File: src/rtl/obtc_pkg.sv
// Shared constants, FSM state type and nibble quantizer for the oBTC PE
// result path.
package obtc_pkg;

  localparam int PE_W      = 14;
  localparam int SHIFT     = 10;
  localparam int NROWS_DEF = 64;
  localparam int LANES_DEF = 8;

  typedef enum logic [1:0] {
    IDLE = 2'd0,
    PROC = 2'd1,
    OUT  = 2'd2
  } pqx_state_t;

  // Plain truncation: bits above SHIFT+3 and below SHIFT are dropped.
  function automatic logic [3:0] quant_nibble(input logic [PE_W-1:0] sum);
    return sum[SHIFT+3:SHIFT];
  endfunction

endpackage

File: src/rtl/pe_byte_pack.sv
// One output byte: two quantized PE sums packed high/low and XORed with
// the matching digest byte.
module pe_byte_pack
  import obtc_pkg::*;
(
  input  logic [PE_W-1:0] sum_even,
  input  logic [PE_W-1:0] sum_odd,
  input  logic [7:0]      dig_byte,
  output logic [7:0]      res_byte
);

  assign res_byte = dig_byte ^ {quant_nibble(sum_even), quant_nibble(sum_odd)};

endmodule

File: src/rtl/pe_quant_xor.sv
// Captures a PE result set plus digest, quantizes and XORs LANES rows per
// cycle into the output register, then holds it on a valid/ready port.
module pe_quant_xor
  import obtc_pkg::*;
#(
  parameter int NROWS = NROWS_DEF,
  parameter int LANES = LANES_DEF
) (
  input  logic                  clk,
  input  logic                  rst_n,
  input  logic                  pe_valid,
  output logic                  pe_ready,
  input  logic [NROWS*PE_W-1:0] pe_sum,
  input  logic [NROWS*4-1:0]    digest,
  output logic                  pe_clr,
  output logic                  out_valid,
  input  logic                  out_ready,
  output logic [NROWS*4-1:0]    out_data
);

  localparam int NSTEP = NROWS / LANES;
  localparam int NB    = LANES / 2;
  localparam int CW    = (NSTEP > 1) ? $clog2(NSTEP) : 1;
  localparam logic [CW-1:0] LAST = CW'(NSTEP - 1);

  generate
    if ((NROWS % 2 != 0) || (LANES % 2 != 0) || (LANES < 2) || (NROWS % LANES != 0)) begin : g_bad_param
      $error("pe_quant_xor: NROWS and LANES must be even and LANES must divide NROWS");
    end
  endgenerate

  pqx_state_t             state_r;
  pqx_state_t             state_nx_s;
  logic [CW-1:0]          lane_cnt_r;
  logic [NROWS*PE_W-1:0]  snap_sum_r;
  logic [NROWS*4-1:0]     snap_dig_r;
  logic [NROWS*4-1:0]     out_data_r;
  logic                   pe_clr_r;
  logic                   accept_s;
  int                     lane_base_s;
  logic [7:0]             byte_s [NB];

  assign accept_s    = pe_valid && (state_r == IDLE);
  assign pe_ready    = (state_r == IDLE);
  assign out_valid   = (state_r == OUT);
  assign pe_clr      = pe_clr_r;
  assign out_data    = out_data_r;
  assign lane_base_s = int'(lane_cnt_r) * LANES;

  // Lane mux: the current lane group of rows feeds the byte slices.
  for (genvar k = 0; k < NB; k++) begin : g_pack
    pe_byte_pack u_pack (
      .sum_even (snap_sum_r[(lane_base_s + 2*k)     * PE_W +: PE_W]),
      .sum_odd  (snap_sum_r[(lane_base_s + 2*k + 1) * PE_W +: PE_W]),
      .dig_byte (snap_dig_r[(lane_base_s / 2 + k) * 8 +: 8]),
      .res_byte (byte_s[k])
    );
  end

  // State register.
  always_ff @(posedge clk or negedge rst_n) begin
    if (!rst_n) begin
      state_r <= IDLE;
    end else begin
      state_r <= state_nx_s;
    end
  end

  // Next-state decode.
  always_comb begin
    state_nx_s = state_r;
    case (state_r)
      IDLE: begin
        if (accept_s) state_nx_s = PROC;
        else          state_nx_s = IDLE;
      end
      PROC: begin
        if (lane_cnt_r == LAST) state_nx_s = OUT;
        else                    state_nx_s = PROC;
      end
      OUT: begin
        if (out_ready) state_nx_s = IDLE;
        else           state_nx_s = OUT;
      end
      default: state_nx_s = IDLE;
    endcase
  end

  // Snapshot capture, lane counter, output byte writes and clear pulse.
  always_ff @(posedge clk or negedge rst_n) begin
    if (!rst_n) begin
      lane_cnt_r <= '0;
      snap_sum_r <= '0;
      snap_dig_r <= '0;
      out_data_r <= '0;
      pe_clr_r   <= 1'b0;
    end else begin
      pe_clr_r <= accept_s;
      if (accept_s) begin
        snap_sum_r <= pe_sum;
        snap_dig_r <= digest;
        lane_cnt_r <= '0;
      end else if (state_r == PROC) begin
        lane_cnt_r <= lane_cnt_r + CW'(1);
        for (int k = 0; k < NB; k++) begin
          out_data_r[(lane_base_s / 2 + k) * 8 +: 8] <= byte_s[k];
        end
      end
    end
  end

endmodule

File: config.mk
export PLATFORM = sky130hd
export DESIGN_NAME = pe_quant_xor
export DESIGN_NICKNAME = d
export VERILOG_FILES = /design/src/rtl/obtc_pkg.sv /design/src/rtl/pe_byte_pack.sv /design/src/rtl/pe_quant_xor.sv
export SDC_FILE = /design/constraint.sdc
export NUM_CORES = 2
export LEC_CHECK = 0
export CAP_MARGIN = 30
export CORE_AREA = 2 2 556 558
export CTS_BUF_LIST = sky130_fd_sc_hd__clkbuf_4
export CTS_CLUSTER_SIZE = 20
export DETAILED_ROUTE_END_ITERATION = 10
export DIE_AREA = 0 0 558 560
export GPL_TIMING_DRIVEN = 0
export PLACE_DENSITY = 0.49
export SYNTH_ARGS = -nofsm -noshare
export SYNTH_HDL_FRONTEND = slang
export SYNTH_SLANG_ARGS = --single-unit
File: constraint.sdc
create_clock -name clk -period 8.3 [get_ports clk]
set_input_delay 1.66 -clock clk [delete_from_list [all_inputs] [get_ports clk]]
set_output_delay 1.66 -clock clk [all_outputs]
set_load 0.05 [all_outputs]
==> reports/qor.yml <==
peakVddDrop_mv: 0.428
fin_area_mm2: 0.0797
critPathMostFrequentCell: "buf_4"
syn_area_mm2: 0.0558
critPathRequiredTime_ps: 9480
grt_max_degree: 170
synth_edf_count: 0
drt_iter0_drc: 4733
drv_cap: 0
internal_power_uw: 20200
p_total_uw: 44500
hp-class: "reg2reg"
postPlaceCellArea_mm2: 0.0747
outcome: "finished clean"
gp_congestion: 0.968
cts-root-buf: "clkbuf_4"
coreArea_mm2: 0.307
dpl_worst_slack_ps: -1800
yosys.area.top_type: "dfrtp_1"
fin_skew_ps: 189
seq_power_share_pct: 24.9
whs_ps: 469
async_reset_ff_share_pct: 100
syn_to_final_growth_pct: 42.9
die_area_mm2: 0.312
setup_violations: 0
antenna_found_initial: 128
hold_viol: 0
dr.pass1.iters: 5
r2r_slack_ps: 1
p_leak_uw: 0.0370
period_share_pct: 100
core.rowCount: 204
setup_slack_ps: 1.49
final_common_cell: "nand2_1"
crit_type: "reg2reg"
post-dp-hpwl_mm: 329
cp.arrival_ps: 9470
rsz0062_at_grt: "true"
p_clk_share_pct: 14.0
p_sw_share_pct: 54.5
htreeDepth: 5
tightest_slew_ps: 1150
max_freq_mhz: 121
final_core_util_pct: 26.0
final_nets: 8585
cts.sinks: 1244
cp_slowest_stage_delay_ps: 690
syn_inst: 5724
cp_slowest_cell: "buf_2"
worst_setup_path_end_kind: "flip-flop"
clock_path_buffers: 4
cts_made_buffers: 363
path_clk_slew_ps: 70
mostFrequentLayoutCells: "3150 x nand2_1, 1243 x clkdlybuf4s50_1, 1243 x dfrtp_1, 542 x clkbuf_4, 274 x mux4_2"
cts_tree: "yes"
max-slew-margin-rel_pct: 23.1
maxSlewViolCount: 0
powerDensity_mw_per_mm2: 558
drive_gt1_share_pct: 14.2
netlist.area_leader.share_pct: 55.8
period_needed_ps: 8300
crit_chain: "buf_4 -> clkbuf_4 -> inv_1 -> ha_1 -> buf_2 -> buf_4 -> buf_6 -> buf_4 -> buf_4 -> buf_2 -> mux4_2 -> mux2i_1 -> mux2i_1 -> o22ai_1 -> a311oi_4 -> xor2_2 -> o21ai_1"
gr-total-overflow: 0
post_cts_buffers: 0
drt_wl_total_mm: 396
grt_use_total_pct: 24.7
syn_avg_cell_area_um2: 9.75
seq_area_frac_synth_pct: 55.8
p_sw_uw: 24200
first_global_vias: 54300
fp.dieH_um: 560
synth_cell_type_count: 66
crit_path_max_fanout: 19
start_util_pct: 18.2
yosysWarningCount: 0
synth_area_leaders: "dfrtp_1 56%, nand2_1 21%, mux4_2 11%, clkbuf_1 1.9%, a22o_1 1.3%"
via_count: 52600
worst_setup_path_start_kind: "flip-flop"
drc: 0
drtAntennaViolNets: 0
ioPinCount: 1415
ys.flop_type: "dfrtp_1"
grt_pass1_wl_mm: 507
clk_latency_ps: 1430
portBuffers: 1244
wl_per_cell_um: 33.3
avgViaCountPerCell: 4.43
syn-num-nets: 6902
ys_seq_elements: 1244
power_frac_comb_pct: 61.1
die_x_um: 558
## registers in the layout (all words and copies together) (netlist names)
signal,cells
out_data,256
state_r,2
pe_clr,1
lane_cnt_r,3
snap_sum_r,726
snap_dig_r,256
## what timing repair did
item,in CTS,in global routing
endpoints found under the setup margin,128,9
gates resized for setup,18,4
pin swaps,1,0
hold buffers,1,0
endpoints found under the hold margin,2,0
## power groups by stage
stage | clock, uW | sequential (uW) | combinational, uW
4_1_cts | 6410 | 11000 | 27600
5_1_grt | 6730 | 11200 | 28300
2_1_floorplan | 0 | 11100 | 11200
6_report | 6250 | 11100 | 27200
3_3_place_gp | 0 | 11200 | 26200
3_5_place_dp | 0 | 11100 | 27400
## cell families after synthesis
group,count (synthesis),synth area share [%]
AO/OA/AOI/OAI,336,4.13
multiplexers,377,13.0
AND/OR/NAND/NOR,3313,22.7
XOR/XNOR,64,1.18
flip-flops,1244,55.8
adder cells (fa/ha/maj),23,0.540
buffers and inverters,367,2.67
## per-stage QoR
step	TNS [ps]	std cells
3_3_place_gp	-	11100
3_5_place_dp	-117140	11200
5_1_grt	-3.19	11800
6_report	0	11900
4_1_cts	0	11800
2_1_floorplan	0	5724
## cells in the mapped netlist, types with 8 or more instances
cell type,instances
o21ai_1,41
buf_1,20
nand2_1,3151
mux2_2,38
dfrtp_1,1244
inv_1,12
o31ai_1,25
mux4_2,274
mux2i_1,63
xnor2_1,28
nor4_1,9
a22o_1,80
clkbuf_1,282
o21ai_0,97
a211oi_1,9
a21oi_1,36
nand3_1,22
nor2_1,70
ha_1,20
buf_4,8
xor2_1,26
buf_2,37
nand2b_1,18
## cell type report
cell class / count / area, um^2
timing repair buffer: 1321 / 13700
multi-input combinational: 4113 / 23300
sequential: 1244 / 31100
buffer: 349 / 1480
inverter: 15 / 56.3
tap: 4120 / 5150
clock buffer: 541 / 4060
clock inverter: 96 / 647
fill: 33100 / 227000
antenna: 71 / 178
## worst max-delay path: cells and delay by family (launching register included)
| family | cells | cell delay [ps] |
|---|---|---|
| flops | 1 | 640 |
| compound gates | 3 | 1180 |
| mux | 3 | 1200 |
| xor+xnor | 1 | 450 |
| fa+ha+maj | 1 | 440 |
| buf+inv | 9 | 3980 |
## per-layer routing
layer / vias to the layer above / wire [um] / track usage (%) / share of wire, %
met5: - / 477 / 0 / 0.12
met4: 72 / 21300 / 12.4 / 5.4
met3: 700 / 30500 / 6.37 / 7.7
met2: 2887 / 192000 / 41.8 / 48
met1: 26600 / 152000 / 28.6 / 38
li1: 22300 / - / - / -
## worst paths after layout
check / startpoint / end / depth (start not counted)
hold reg to reg: snap_dig_r[254] / snap_dig_r[254] / 2
setup / recovery: lane_cnt_r[1] / out_data[87] / 17
min in group asynchronous: rst_n / snap_sum_r[327] / 2
max in group asynchronous: rst_n / snap_dig_r[135] / 6
hold / removal: snap_dig_r[254] / snap_dig_r[254] / 2
setup reg to reg: lane_cnt_r[1] / out_data[87] / 17
Power figures use the tool's default switching activity.
